==> config.mk <==
export PLATFORM = sky130hd
export DESIGN_NAME = uart_rx_fifo_less_v2
export DESIGN_NICKNAME = d
export VERILOG_FILES = /design/src/rtl/uart_rx_fifo_less_v2.sv
export SDC_FILE = /design/constraint.sdc
export NUM_CORES = 1
export LEC_CHECK = 0
export CORE_ASPECT_RATIO = 1.25
export CORE_MARGIN = 2
export CORE_UTILIZATION = 50
export DETAILED_ROUTE_END_ITERATION = 6
export PLACE_DENSITY_LB_ADDON = 0.25
export SLEW_MARGIN = 20
export SYNTH_ARGS = -nofsm -noshare
export SYNTH_HDL_FRONTEND = slang
export SYNTH_SLANG_ARGS = --single-unit
==> constraint.sdc <==
create_clock -name CLK -period 2 [get_ports CLK]
set_input_delay 0.6 -clock CLK [delete_from_list [all_inputs] [get_ports CLK]]
set_output_delay 0.6 -clock CLK [all_outputs]
set_load 0.05 [all_outputs]
==> src/rtl/uart_rx_fifo_less_v2.sv <==
// UART receive engine with a single valid/ready holding register.
// The frame format is set by DATA_BITS, OVERSAMPLE and STOP_BITS.
// Define UART_RX_PARITY_EN to add a parity bit, checked against PARITY_ODD.
// Without that macro, parity_err is tied low and PARITY_ODD has no effect.
module uart_rx_fifo_less_v2 #(
  parameter int unsigned DATA_BITS  = 8,
  parameter int unsigned OVERSAMPLE = 16,
  parameter int unsigned STOP_BITS  = 1,
  parameter bit          PARITY_ODD = 1'b0
) (
  input  logic                 CLK,
  input  logic                 RESET_N,
  input  logic                 rx_data,
  input  logic                 sample_tick,
  output logic [DATA_BITS-1:0] data_out,
  output logic                 rx_valid,
  input  logic                 rx_ready,
  output logic                 frame_err,
  output logic                 parity_err,
  output logic                 break_det,
  output logic                 overrun_err
);

  localparam int unsigned TickW = $clog2(OVERSAMPLE);
  localparam int unsigned BitW  = $clog2(DATA_BITS);
  localparam logic [TickW-1:0] TickMid  = TickW'(OVERSAMPLE / 2 - 1);
  localparam logic [TickW-1:0] TickEnd  = TickW'(OVERSAMPLE - 1);
  localparam logic [BitW-1:0]  BitLast  = BitW'(DATA_BITS - 1);
  localparam logic [BitW-1:0]  StopLast = BitW'(STOP_BITS - 1);

  typedef enum logic [2:0] {
    StIdle,
    StStart,
    StData,
`ifdef UART_RX_PARITY_EN
    StParity,
`endif
    StStop
  } state_e;

  logic                 r_sync1, r_sync2;
  logic                 w_rx_s;
  state_e               r_state, w_state_next;
  logic [TickW-1:0]     r_tick;
  logic [BitW-1:0]      r_nbits;
  logic [DATA_BITS-1:0] r_shift;
  logic                 r_ferr_acc, r_brk_acc;
  logic                 w_mid, w_end, w_done, w_load;
  logic                 w_ferr_new, w_brk_new;
  logic [DATA_BITS-1:0] r_data;
  logic                 r_valid, r_frame_err, r_break, r_overrun;

  assign w_rx_s = r_sync2;

  // Two-flop synchroniser; resets to idle-high so reset never fakes a start edge.
  always_ff @(posedge CLK or negedge RESET_N) begin
    if (!RESET_N) begin
      r_sync1 <= 1'b1;
      r_sync2 <= 1'b1;
    end else begin
      r_sync1 <= rx_data;
      r_sync2 <= r_sync1;
    end
  end

  // FSM state register.
  always_ff @(posedge CLK or negedge RESET_N) begin
    if (!RESET_N) r_state <= StIdle;
    else          r_state <= w_state_next;
  end

  // Next-state logic; every transition except IDLE->START waits for a sample tick.
  always_comb begin
    w_state_next = r_state;
    case (r_state)
      StIdle:  if (!w_rx_s) w_state_next = StStart;
      StStart: if (w_mid) w_state_next = w_rx_s ? StIdle : StData;
      StData: begin
        if (w_end && (r_nbits == BitLast)) begin
`ifdef UART_RX_PARITY_EN
          w_state_next = StParity;
`else
          w_state_next = StStop;
`endif
        end
      end
`ifdef UART_RX_PARITY_EN
      StParity: if (w_end) w_state_next = StStop;
`endif
      StStop:  if (w_end && (r_nbits == StopLast)) w_state_next = StIdle;
      default: w_state_next = StIdle;
    endcase
  end

  // Decoded strobes: sample points, frame completion and the flag values to be loaded.
  always_comb begin
    w_mid      = sample_tick && (r_tick == TickMid);
    w_end      = sample_tick && (r_tick == TickEnd);
    w_done     = (r_state == StStop) && w_end && (r_nbits == StopLast);
    w_load     = w_done && (!r_valid || rx_ready);
    w_ferr_new = r_ferr_acc | ~w_rx_s;
    // Break looks only at the first stop sample, which is taken when the stop counter is 0.
    w_brk_new  = (r_nbits == '0) ? ((r_shift == '0) & ~w_rx_s) : r_brk_acc;
  end

`ifdef UART_RX_PARITY_EN
  logic r_perr_acc;
`endif

  // Counters, shift register and per-frame error accumulators.
  always_ff @(posedge CLK or negedge RESET_N) begin
    if (!RESET_N) begin
      r_tick     <= '0;
      r_nbits    <= '0;
      r_shift    <= '0;
      r_ferr_acc <= 1'b0;
      r_brk_acc  <= 1'b0;
`ifdef UART_RX_PARITY_EN
      r_perr_acc <= 1'b0;
`endif
    end else if (r_state == StIdle) begin
      r_tick  <= '0;
      r_nbits <= '0;
    end else if (sample_tick) begin
      case (r_state)
        StStart: begin
          r_tick <= w_mid ? '0 : r_tick + 1'b1;
          if (w_mid) begin
            r_nbits    <= '0;
            r_ferr_acc <= 1'b0;
            r_brk_acc  <= 1'b0;
          end
        end
        StData: begin
          r_tick <= w_end ? '0 : r_tick + 1'b1;
          if (w_end) begin
            r_shift <= {w_rx_s, r_shift[DATA_BITS-1:1]};
            r_nbits <= (r_nbits == BitLast) ? '0 : r_nbits + 1'b1;
          end
        end
`ifdef UART_RX_PARITY_EN
        StParity: begin
          r_tick <= w_end ? '0 : r_tick + 1'b1;
          if (w_end) r_perr_acc <= (((^r_shift) ^ w_rx_s) != PARITY_ODD);
        end
`endif
        StStop: begin
          r_tick <= w_end ? '0 : r_tick + 1'b1;
          if (w_end) begin
            r_ferr_acc <= w_ferr_new;
            r_brk_acc  <= w_brk_new;
            r_nbits    <= (r_nbits == StopLast) ? '0 : r_nbits + 1'b1;
          end
        end
        default: r_tick <= '0;
      endcase
    end
  end

`ifdef UART_RX_PARITY_EN
  logic r_parity_err;
`endif

  // Holding register: load on completion unless full and not being drained.
  always_ff @(posedge CLK or negedge RESET_N) begin
    if (!RESET_N) begin
      r_data      <= '0;
      r_valid     <= 1'b0;
      r_frame_err <= 1'b0;
      r_break     <= 1'b0;
      r_overrun   <= 1'b0;
`ifdef UART_RX_PARITY_EN
      r_parity_err <= 1'b0;
`endif
    end else begin
      r_overrun <= w_done && r_valid && !rx_ready;
      if (w_load) begin
        r_data      <= r_shift;
        r_valid     <= 1'b1;
        r_frame_err <= w_ferr_new;
        r_break     <= w_brk_new;
`ifdef UART_RX_PARITY_EN
        r_parity_err <= r_perr_acc;
`endif
      end else if (r_valid && rx_ready) begin
        r_valid <= 1'b0;
      end
    end
  end

  assign data_out    = r_data;
  assign rx_valid    = r_valid;
  assign frame_err   = r_frame_err;
  assign break_det   = r_break;
  assign overrun_err = r_overrun;
`ifdef UART_RX_PARITY_EN
  assign parity_err  = r_parity_err;
`else
  logic w_unused_parity_odd;
  assign w_unused_parity_odd = PARITY_ODD;
  assign parity_err  = 1'b0;
`endif

endmodule

# Word-level counts from Yosys, hierarchy flattened
# Index checks and enable logic that the tools add are counted.
[totals]
register_bits = 34
in_bits = 5
output_inout_bits = 13
word_cells = 85
[classes]
addsub = 2
n_eq_ne = 14
muxes = 27
n_bitwise = 4
n_reduce_logical = 25
[op_table]
columns = ["operator", "n"]
rows = [
  ["$mux W3", 11],
  ["$mux W4", 4],
  ["$pmux W3 S4", 1],
  ["$logic_and A1 B1 Y1", 10],
  ["$ne A2 B2 Y1 const B", 5],
  ["$reduce_and A5 Y1", 2],
  ["$pmux W3 S3", 1],
  ["$logic_not A8 Y1", 1],
  ["$pmux W4 S2", 1],
  ["$reduce_and A4 Y1", 2],
  ["$eq A3 B2 Y1 const B", 2],
  ["$logic_not A3 Y1", 2],
  ["$mux W1", 6],
  ["$ne A3 B3 Y1 const B", 2],
  ["$reduce_bool A2 Y1", 3],
  ["$add A4 B1 Y4 const B", 1],
  ["$eq A4 B3 Y1 const B", 1],
  ["$eq A4 B4 Y1 const B", 1],
  ["$pmux W1 S2", 2],
  ["$reduce_bool A4 Y1", 1],
  ["$add A3 B1 Y3 const B", 1],
  ["$eq A3 B1 Y1 const B", 1],
  ["$eq A3 B3 Y1 const B", 1],
  ["$ne A3 B2 Y1 const B", 1],
  ["other kinds (7)", 9],
]

# Longest topological paths before layout
[depth]
word_depth = 6
depth_mapped = 6
ltp_nobuf = 6

# Worst setup path before layout
# OpenSTA, ideal clock, no wires.
[synth_timing]
kind = "reg2reg"
start = "register r_tick[0]"
end = "register r_tick[3]"
setup_ps = 82
arrival_time_ps = 1672
t_required_ps = 1918
setup_slack_ps = 246
path_stages_with_launch = 6
path_buffers = 0
synth_period_minus_slack_ps = 1754
cell_sequence = "dfrtp_1 ha_1 and4b_1 o22a_1 or4_1 a31oi_1"
[synth_via]
elab_chain_len = 6
elab_cells_between_ends = 10
cone_classes = "add/sub (1); eq/ne (2); mux (5); reduce/logical (2)"
[synth_rtl]
columns = ["item", "line_no", "text"]
rows = [
  ["start, declared", "44", "logic [TickW-1:0] r_tick;"],
  ["start signal, assigned", "127", "r_tick <= w_mid ? '0 : r_tick + 1'b1;"],
  ["start signal, assigned", "135", "r_tick <= w_end ? '0 : r_tick + 1'b1;"],
  ["start signal, assigned", "148", "r_tick <= w_end ? '0 : r_tick + 1'b1;"],
  ["branches (longest 3 deep; another with $add A4 B1 Y4)", "-", ""],
  ["$pmux W4 S2 *", "125", "case (r_state)"],
  ["$mux W4 *", "124", "end else if (sample_tick) begin"],
  ["$mux W4 *", "121", "end else if (r_state == StIdle) begin"],
]
# Mark *: on every way between the ends. The select of a mux whose other input is x is not followed.
# A chain may end at the register's enable or synchronous reset.

# Worst setup path in the final report
[layout_timing]
start = "input sample_tick"
end = "register r_tick[3]"
[layout_via]
elab_chain_len = 5
elab_cells_between_ends = 8
cone_classes = "mux (5); reduce/logical (3)"
[layout_rtl]
columns = ["item", "line_no", "text"]
rows = [
  ["start, declared", "14", "input logic sample_tick,"],
  ["$logic_and A1 B1 Y1, on equally long branches", "98, 97", ""],
  ["$mux W4, on equally long branches", "135, 148, 127", ""],
  ["$pmux W4 S2", "125", ""],
  ["$mux W4", "124", ""],
  ["$mux W4", "121", ""],
]
# Several ways; a longest one is shown, not always the timed one. The select of a mux whose other input is x is not followed.

==> results.py <==
metrics = {
    "detailed_routing": {
        "route.antenna.remaining_nets": 0,
        "avgViaCountPerCell": 5.50,
        "wire_per_inst_um": 14.9,
        "drt_iter0_markers": 9,
        "firstDrtPassIters": 4,
        "vias": 1182,
        "drt_wl_total_mm": 3.20,
        "drc": 0,
    },
    "finish": {
        "syn_to_final_growth_pct": 23.0,
        "nets": 191,
        "drive_above_1_share_pct": 30.9,
        "fillers": 257,
        "n_antenna_cell": 0,
        "fin_area_um2": 1990,
    },
    "yosys": {
        "syn_avg_cell_area_um2": 11.3,
        "seq_area_frac_synth_pct": 51.1,
        "synth_fp_nets": 158,
        "yosys.area_share.xor_xnor_pct": 0,
        "synthSimpleGateAreaFrac_pct": 15.4,
        "muxShareOfSynthArea_pct": 13.2,
        "synth_compound_area_share_pct": 10.4,
        "yosys.area_share.adder_pct": 6.94,
        "synth_top_family_by_area": "simple AND/OR/NAND/NOR gates",
        "synth.distinct_cells": 36,
        "synth-seq-cells": 33,
        "synth.area.top_cells": "dfrtp_1, mux2_2, ha_1",
        "synth_cells": 144,
        "syn-cell-area_um2": 1620,
        "yosysWarnings": 0,
        "synth_top_area_share_pct": 47.8,
        "synth_top_area_cell": "dfrtp_1",
    },
    "floorplan": {
        "die_y_um": 67.7,
        "core_um2": 3170,
        "fp.dieW_um": 54.9,
        "std_cell_rows": 23,
        "dieArea_um2": 3720,
        "pin_count": 18,
        "start_util_pct": 51.2,
    },
    "min_path": {
        "worstHoldStart": "r_sync1$_DFF_PN1_",
        "hold_class": "reg2reg",
        "hold_depth": 0,
        "hold_end": "r_sync2$_DFF_PN1_",
    },
    "flow_run": {
        "maxCapViolCount": 0,
    },
    "critical_path": {
        "slowest_delay_ns": 0.47,
        "cp_top_family": "simple AND/OR/NAND/NOR gates",
        "critPathCaptureType": "register",
        "crit_type": "in2reg",
        "worstSetupStartpointType": "primary input",
        "r2r_end": "r_tick[3]$_DFFE_PN0P_",
        "arrival_ns": 2.16,
        "crit_required_ns": 2.20,
        "ff2ff_setup_slack_ns": 0.13,
        "path_buf_inv": 1,
        "path_cells": "clkdlybuf4s50_1 -> and4b_1 -> o22a_1 -> or4_1 -> a31oi_1",
        "reg2regPathDepth": 6,
        "slowest_stage": "or4_1",
        "crit_fanout": 5,
        "timing.rr.start": "r_state[0]$_DFFE_PN0P_",
    },
    "place": {
        "io_buffer_count": 16,
        "hpwl_mm": 2.37,
        "place_congestion": 0.823,
        "dpl_cell_area_um2": 1890,
        "preCtsSetupSlack_ns": -0.248,
    },
    "pwr": {
        "powerDensity_nw_per_um2": 902,
        "ir_drop_uv": 864,
        "power.leakage_nw": 0.981,
    },
    "sta": {
        "period_needed_ns": 1.96,
        "fmax_ghz": 0.511,
        "setup_ws_ns": 0.0436,
        "rsz0062_at_grt": "no",
        "holdWs_ns": 0.356,
        "setup_violations": 0,
        "period_share_pct": 97.8,
        "hold_violations": 0,
        "maxSlewViolCount": 0,
        "finClkSkew_ns": 0.00936,
    },
    "global_routing": {
        "antenna_found_initial": 0,
        "grtUsageTotal_pct": 21.1,
        "gr-usage-met2_pct": 35.0,
        "grt_pass1_vias": 1211,
        "grt_max_degree": 34,
        "grt_use_met1_pct": 24.9,
        "grt_overflow_total": 0,
        "gr-usage-met3_pct": 5.75,
        "busiest_layer": "met2",
        "grt_pass1_wl_mm": 5.51,
    },
    "clocking": {
        "clock_latency_ns": 0.28,
        "cts_tree": "yes",
        "htree_levels": 2,
        "cts.path.max_buffers": 2,
        "ctsHoldBuffers": 0,
        "ctsRootBufferMaster": "clkbuf_8",
        "clk_pin_slew_ns": 0.07,
        "cts_setup_buffers": 0,
        "clock_sinks": 33,
        "cts-buffers-inserted": 5,
    },
    "status": {
        "outcome": "finished, final reports clean",
    },
}
-- kinds of logic after synthesis --
| group | after synthesis |
|---|---|
| and+or+nand+nor | 45 |
| DFF | 33 |
| AOI/OAI and AO/OA | 26 |
| muxes | 19 |
| buffers and inverters | 11 |
| adders and majority gates | 9 |
| other | 1 |
-- cells in the final DEF (no fill, tap or decap), types with 2 or more instances in the layout --
cell	synthesis	routed
clkbuf_8	0	6
nand4_1	2	2
buf_4	1	24
nor3_1	3	3
inv_1	8	8
ha_1	9	9
o21ai_1	0	2
mux2_2	19	19
nor2_1	7	7
nand3_1	4	4
a21oi_1	9	9
nand4b_1	2	2
a211o_1	2	2
dfrtp_1	31	31
clkdlybuf4s50_1	0	4
o21a_1	2	2
and3_1	2	2
o21ai_0	4	2
dfstp_2	2	2
a22o_1	2	2
nand3b_1	2	2
nand2_1	10	10
nand2b_1	6	6
-- repair_timing --
item / 4_1_cts / 5_1_grt
resized for setup: 0 / 3
setup endpoints to repair: 0 / 11
endpoints found under the hold margin: 0 / 0
-- layout make-up --
cell class	count	area [µm²]	share of cell area, %
Timing Repair Buffer	29	240	12.0
Sequential cell	33	828	41.5
Clock inverter	1	7.51	0.376
Inverter	8	30.0	1.51
Tap cell	37	46.3	2.32
Multi-Input combinational cell	100	756	37.9
Clock buffer	7	86.3	4.33
-- how the worst max path moves through the flow --
stage               cells after the start                   from  slack (ns)                     end
floorplan                               5  r_tick[0]$_DFFE_PN0P_        0.25   r_tick[3]$_DFFE_PN0P_
detailed placement                      5            sample_tick       -0.25   r_tick[3]$_DFFE_PN0P_
finish                                  5            sample_tick        0.04   r_tick[3]$_DFFE_PN0P_
global route                            6            sample_tick       0.002  r_shift[7]$_DFFE_PN0P_
CTS                                     5            sample_tick        0.04   r_tick[3]$_DFFE_PN0P_
global placement                        6            sample_tick       -0.22  r_state[0]$_DFFE_PN0P_
-- per-layer routing --
| metal | wire length, µm | part of all wire (%) | up-vias |
|---|---|---|---|
| li1 | - | - | 579 |
| met1 | 1390 | 43 | 583 |
| met2 | 1650 | 52 | 15 |
| met3 | 96 | 3.0 | 5 |
| met4 | 59 | 1.8 | 0 |
| met5 | 0 | 0 | - |
-- cells in the mapped netlist --
cell and number:
nand2_1 10, or3_1 1, o31ai_1 1, nand3_1 4
and4_1 1, conb_1 1, o22ai_1 1, a21oi_1 9
o311ai_0 1, inv_1 8, a22oi_1 1, nand2b_1 6
nand4b_1 2, clkbuf_1 2, dfstp_2 2, a41oi_1 1
a31oi_1 1, mux2_2 19, o21ai_0 4, nand3_2 1
o22a_1 1, or4_1 1, a211o_1 2, o21a_1 2
ha_1 9, a22o_1 2, nor3_1 3, nor2_1 7
dfrtp_1 31, nand4_1 2, nor2_2 1, buf_4 1
nor4_1 1, and3_1 2, nand3b_1 2, and4b_1 1
-- through the flow --
step	total power [W]	cells	utilization [%]	TNS, ns
after floorplan	0.00110	144	-	0
after global placement	0.00127	207	59.8	-4.55
after detailed placement	0.00129	207	59.8	-5.11
after CTS	0.00181	215	62.8	0
after global routing	0.00191	215	63.0	0
final	0.00180	215	63.0	0
-- power breakdown --
part	switching [W]	internal (W)	leakage, nW
combinational	0.000296	0.000226	0.487
clock	0.000240	0.000279	0.0445
sequential	0.0000506	0.000707	0.450
-- worst reg2reg max path, cell delays in order (launching register included) --
cell and delay, ns:
dfrtp_1 0.44, inv_1 0.11, ha_1 0.30, nor2_1 0.10, o22a_1 0.20, or4_1 0.47, a31oi_1 0.18
-- state kept, by name (all words and copies together) (netlist names) --
| register | flops |
|---|---|
| data_out | 8 |
| r_shift | 8 |
| r_tick | 4 |
| r_nbits | 3 |
| r_state | 2 |
| break_det | 1 |
| frame_err | 1 |
| overrun_err | 1 |
| r_brk_acc | 1 |
| r_ferr_acc | 1 |
| r_sync1 | 1 |
| r_sync2 | 1 |
| rx_valid | 1 |
(Power assumes the default switching activity.)
